--- src/rtl/glitch_detect_pkg.sv ---
// Shared constants and types for the glitch detector: event payload layout and history fill state.
package glitch_detect_pkg;

    localparam int MASK_LSB = 0;

    typedef enum logic [1:0] {
        FILL_EMPTY = 2'd0,
        FILL_ONE   = 2'd1,
        FILL_FULL  = 2'd2
    } fill_t;

    function automatic int evt_width(input int sdw, input int tsw);
        return sdw + tsw;
    endfunction

    // Timestamp sits directly above the channel mask.
    function automatic int ts_lsb(input int sdw);
        return sdw;
    endfunction

endpackage

--- src/rtl/glitch_window.sv ---
// Two-sample history window; flags channels whose middle sample differs from equal neighbours.
// Mask is combinational on the current sample; history advances one step per enabled transfer.
module glitch_window
    import glitch_detect_pkg::*;
#(
    parameter int SDW = 32
) (
    input  logic           clk,
    input  logic           rst_n,
    input  logic           i_ena,
    input  logic           i_xfer,
    input  logic [SDW-1:0] i_dat,
    output logic [SDW-1:0] o_mask
);

    logic [SDW-1:0] r_h1;
    logic [SDW-1:0] r_h2;
    fill_t          r_fill;
    fill_t          w_fill_nxt;

    always_comb begin
        w_fill_nxt = r_fill;
        case (r_fill)
            FILL_EMPTY: w_fill_nxt = FILL_ONE;
            FILL_ONE:   w_fill_nxt = FILL_FULL;
            default:    w_fill_nxt = FILL_FULL;
        endcase
    end

    // Dropping enable forgets all history so detection restarts from scratch.
    always_ff @(posedge clk or negedge rst_n) begin
        if (!rst_n) begin
            r_h1   <= '0;
            r_h2   <= '0;
            r_fill <= FILL_EMPTY;
        end else if (!i_ena) begin
            r_h1   <= '0;
            r_h2   <= '0;
            r_fill <= FILL_EMPTY;
        end else if (i_xfer) begin
            r_h2   <= r_h1;
            r_h1   <= i_dat;
            r_fill <= w_fill_nxt;
        end
    end

    always_comb begin
        o_mask = '0;
        if (i_ena && (r_fill == FILL_FULL))
            o_mask = (r_h1 ^ r_h2) & ~(i_dat ^ r_h2);
    end

endmodule

--- src/rtl/glitch_detect.sv ---
// Reports single-sample glitches as {timestamp, mask} events; event registered 1 cycle after confirming sample.
// A pending unaccepted event deasserts sti_tready, so events are never dropped.
module glitch_detect
    import glitch_detect_pkg::*;
#(
    parameter int SDW = 32,
    parameter int TSW = 16
) (
    input  logic             clk,
    input  logic             rst_n,
    input  logic             ena,
    output logic             sti_tready,
    input  logic             sti_tvalid,
    input  logic [SDW-1:0]   sti_tdata,
    input  logic             sto_tready,
    output logic             sto_tvalid,
    output logic [TSW+SDW-1:0] sto_tdata
);

    localparam int EVTW   = evt_width(SDW, TSW);
    localparam int TS_LSB = ts_lsb(SDW);

    logic [TSW-1:0]  r_ts;
    logic            r_vld;
    logic [EVTW-1:0] r_dat;
    logic            w_xfer;
    logic            w_load;
    logic [SDW-1:0]  w_mask;
    logic [TSW-1:0]  w_ts_prev;
    logic [EVTW-1:0] w_evt;

    assign sti_tready = sto_tready | ~r_vld;
    assign w_xfer     = sti_tvalid & sti_tready;
    assign w_load     = w_xfer & ena & (|w_mask);
    // The glitch is the previous sample, one index behind the arriving one.
    assign w_ts_prev  = r_ts - TSW'(1);

    glitch_window #(
        .SDW (SDW)
    ) u_window (
        .clk    (clk),
        .rst_n  (rst_n),
        .i_ena  (ena),
        .i_xfer (w_xfer),
        .i_dat  (sti_tdata),
        .o_mask (w_mask)
    );

    always_comb begin
        w_evt = '0;
        w_evt[TS_LSB +: TSW]   = w_ts_prev;
        w_evt[MASK_LSB +: SDW] = w_mask;
    end

    always_ff @(posedge clk or negedge rst_n) begin
        if (!rst_n)
            r_ts <= '0;
        else if (!ena)
            r_ts <= '0;
        else if (w_xfer)
            r_ts <= r_ts + TSW'(1);
    end

    always_ff @(posedge clk or negedge rst_n) begin
        if (!rst_n) begin
            r_vld <= 1'b0;
            r_dat <= '0;
        end else if (w_load) begin
            r_vld <= 1'b1;
            r_dat <= w_evt;
        end else if (sto_tready) begin
            r_vld <= 1'b0;
        end
    end

    assign sto_tvalid = r_vld;
    assign sto_tdata  = r_dat;

endmodule

--- config.mk ---
export PLATFORM = sky130hd
export DESIGN_NAME = glitch_detect
export DESIGN_NICKNAME = d
export VERILOG_FILES = /design/src/rtl/glitch_detect_pkg.sv /design/src/rtl/glitch_window.sv /design/src/rtl/glitch_detect.sv
export SDC_FILE = /design/constraint.sdc
export NUM_CORES = 1
export LEC_CHECK = 0
export CORE_MARGIN = 5
export CORE_UTILIZATION = 60
export DETAILED_ROUTE_END_ITERATION = 6
export PLACE_DENSITY = 0.95
export SETUP_SLACK_MARGIN = 0.4
export SLEW_MARGIN = 10
export SYNTH_ARGS = -nofsm -noshare
export SYNTH_HDL_FRONTEND = slang
export SYNTH_SLANG_ARGS = --single-unit
export TNS_END_PERCENT = 5
--- constraint.sdc ---
create_clock -name clk -period 5.7 [get_ports clk]
set_input_delay 1.14 -clock clk [delete_from_list [all_inputs] [get_ports clk]]
set_output_delay 1.14 -clock clk [all_outputs]
set_load 0.005 [all_outputs]
==> summary.txt <==
Flow run
  – Maxcap violations: 0

Critical path
  – Critical path, cell by cell: clkdlybuf4s50_1 > or3b_2 > a21oi_1 > nor4_1 > nand4_1 > o211a_4 > mux2_2
  – WP data required: 6110 ps
  – Worst path buffer plus inverter count: 1
  – Setup crit end kind: register
  – Crit-path leading delay family: compound AO/OA/AOI/OAI gates
  – Largest fanout on the critical path: 46
  – WS Path Type: in -> reg
  – Crit-path slowest cell: o211a_4
  – Element type at the critical path start: input port
  – Critical Path Max Stage Delay: 790 ps
  – CP arrival: 4000 ps

Synth
  – Yosys warning count: 0
  – Synth area leaders: dfrtp_1 49%, mux2_4 9.1%, nand2_1 8.0%
  – Synthesized cell area: 6634 um^2
  – Synthesized Nets: 663
  – Post-synthesis sequential area ratio: 0.4942
  – Yosys cell types: 39
  – Avg Cell Area, Syn: 10.63 um^2
  – Post-Synthesis Cells: 624
  – Area leader, netlist: dfrtp_1
  – Yosys top cell area share: 0.4942
  – Seq cells post-synth: 131

Clock tree
  – Worst-path clk slew: 60 ps
  – CTS Buffer Depth: 2
  – CTS Hold Bufs: 0
  – Clk_lat worst skew: 520 ps
  – Setup bufs post-CTS: 0
  – Sink Count: 131
  – Clock root cell: clkbuf_8
  – # resized after CTS: 0
  – CTS tree: built
  – H-tree depth: 4
  – Num CTS Buffers: 17

Power and ir drop
  – Sw frac: 0.2466
  – Internal: 1.870 mW
  – Sequential group share of total power: 0.431
  – VDD IR max: 0.2024 mV
  – Psw: 0.6121 mW
  – Combinational cell fraction of total power: 0.164
  – Power after layout: 2.482 mW
  – Leakage: 3.399 nW
  – Clock network power share: 0.405
  – PwrDens: 308.9 nW/um^2

Cells and area
  – # nets final: 733
  – Most frequent cells in the layout: 140 x nand2_1, 131 x dfrtp_1, 84 x clkdlybuf4s50_1
  – Share of layout cells above drive strength 1: 0.1768
  – N_diodes: 0
  – Area grow syn2layout: 21.14%
  – Filler instances: 707
  – Most common cell after layout, fill and taps aside: nand2_1
  – Final Non-Filler Cells: 847

Drt
  – Antenna-violating nets left: 0
  – Drt total wl: 15580 um
  – WL met1: 6428 um
  – Vias per cell: 5.871
  – DRC: 0
  – DR WL met3: 928 um
  – DR WL/cell: 18.40 um
  – DRT Pass-1 Iters: 5
  – Vias: 4973
  – Metal2 WL: 7823 um
  – Starting DRT DRC Count: 470
  – Top routing layer used: met4

Placement
  – Detail Placement HPWL: 10220 um
  – Place WS: 1574 ps
  – Placed insts: 815
  – # port buffers: 86
  – Routability cong.: 0.8190

Die
  – Ports: 87
  – Core Box Area: 10840 um^2
  – Die Span X: 115.2 um
  – Starting Density: 0.6120
  – Die height: 115.2 um
  – Full die area: 13260 um^2
  – FP Rows: 38

Global routing
  – Pin count of the biggest net entering global routing: 87
  – Total global routing overflow: 0
  – Vias in the first global route: 5158
  – Initial antenna violation count: 0
  – Total GRT Usage: 0.2476
  – Global-route wire length before repair: 25680 um

Timing
  – Pins Over Slew Limit: 0
  – Setup_tns: 0 ps
  – Fmax: 278.5 MHz
  – Final period util: 0.6299
  – Setup ws final: 2110 ps
  – Clock Skews: 6.124 ps
  – Final Hold Viols: 0
  – Final setup fails: 0
  – Rel. slew slack: 0.2808
  – Worst-Margin Slew: 1079 ps
  – Final Hold Slack: 513.6 ps
  – Crit path time final: 3590 ps
  – Unrepaired setup endpoints after global routing: no

Hold path
  – Worst hold path class: reg -> reg

Run status
  – Status: finished clean
final timing paths:
path	startpoint	to	slack, ps	cells past startpoint
hold reg to reg	sto_tdata[39]$_DFFE_PN0P_	sto_tdata[39]$_DFFE_PN0P_	510	1
hold / removal	sto_tdata[39]$_DFFE_PN0P_	sto_tdata[39]$_DFFE_PN0P_	510	1
setup reg to reg	u_window.r_fill[0]$_DFFE_PN0P_	sto_tdata[47]$_DFFE_PN0P_	2710	6
max in group asynchronous	rst_n	sto_tvalid$_DFFE_PN0P_	3690	2
setup / recovery	sti_tdata[27]	sto_tdata[47]$_DFFE_PN0P_	2110	7
min in group asynchronous	rst_n	u_window.r_h2[23]$_DFFE_PN0P_	820	1
flip-flops by register name, summed over array words and instances (netlist names):
signal / count
u_window.r_h2: 32
u_window.r_h1: 32
sto_tvalid: 1
r_ts: 16
sto_tdata: 48
u_window.r_fill: 2
stage by stage:
stage	util	cell area [um^2]
after global routing	0.7413	8036
after floorplan	-	6634
after detailed placement	0.6911	7492
after CTS	0.7413	8036
after global placement	0.6911	7492
final	0.7413	8036
synthesized netlist by cell type:
cell      count
and3_1        1
ha_1          2
mux2_4       40
buf_2         1
buf_1         4
a21boi_0     67
clkbuf_1     25
nand3b_4      1
or3_1         3
mux2i_1       1
or3b_2       32
xnor2_1      15
nand2b_1      3
mux2_2        7
o211ai_1      1
o21ai_0       3
nand2_1     141
o41ai_1       1
buf_6         8
a21oi_1      33
nor3_1        2
or3_4         1
nor4_1        9
or4b_4        1
buf_4         1
nor2_1        7
nand4_1       5
dfrtp_1     131
nand2b_4      1
inv_1         5
nand3_1       7
o211a_1       1
or4_1         1
nor2b_1       3
and2_1       15
nand3b_1     32
and4_1        1
xor2_1       10
nor4_4        2
power groups by stage:
stage	clock network (mW)	logic (mW)	registers [mW]
2_1_floorplan	0	0.202	1.08
3_3_place_gp	0	0.396	1.08
3_5_place_dp	0	0.410	1.09
4_1_cts	1.01	0.413	1.07
5_1_grt	1.05	0.440	1.08
6_report	1.01	0.406	1.07
layer usage:
layer | global-route usage | vias up
met1 | 0.3131 | 2466
li1 | - | 2274
met3 | 0.06105 | 47
met5 | 0 | -
met4 | 0.09077 | 0
met2 | 0.4144 | 186
cell type report:
type / count / area, um^2 / area share
clock buffer: 21 / 459.2 / 0.05714
clock inverter: 11 / 85.08 / 0.01059
timing repair buffer: 90 / 883.3 / 0.1099
multi-input combinational: 449 / 3137 / 0.3903
sequential: 131 / 3278 / 0.4079
tap: 140 / 175.2 / 0.02180
inverter: 5 / 18.77 / 0.002335
cells by family after synthesis:
family / synth area share
AOI/OAI and AO/OA: 0.1069
buffers and inverters: 0.03470
xor gates and xnor gates: 0.03301
muxes: 0.1039
adders and majority gates: 0.003772
DFF: 0.4942
and+or+nand+nor: 0.2235
Note: power is estimated with default switching activity, not from simulation.
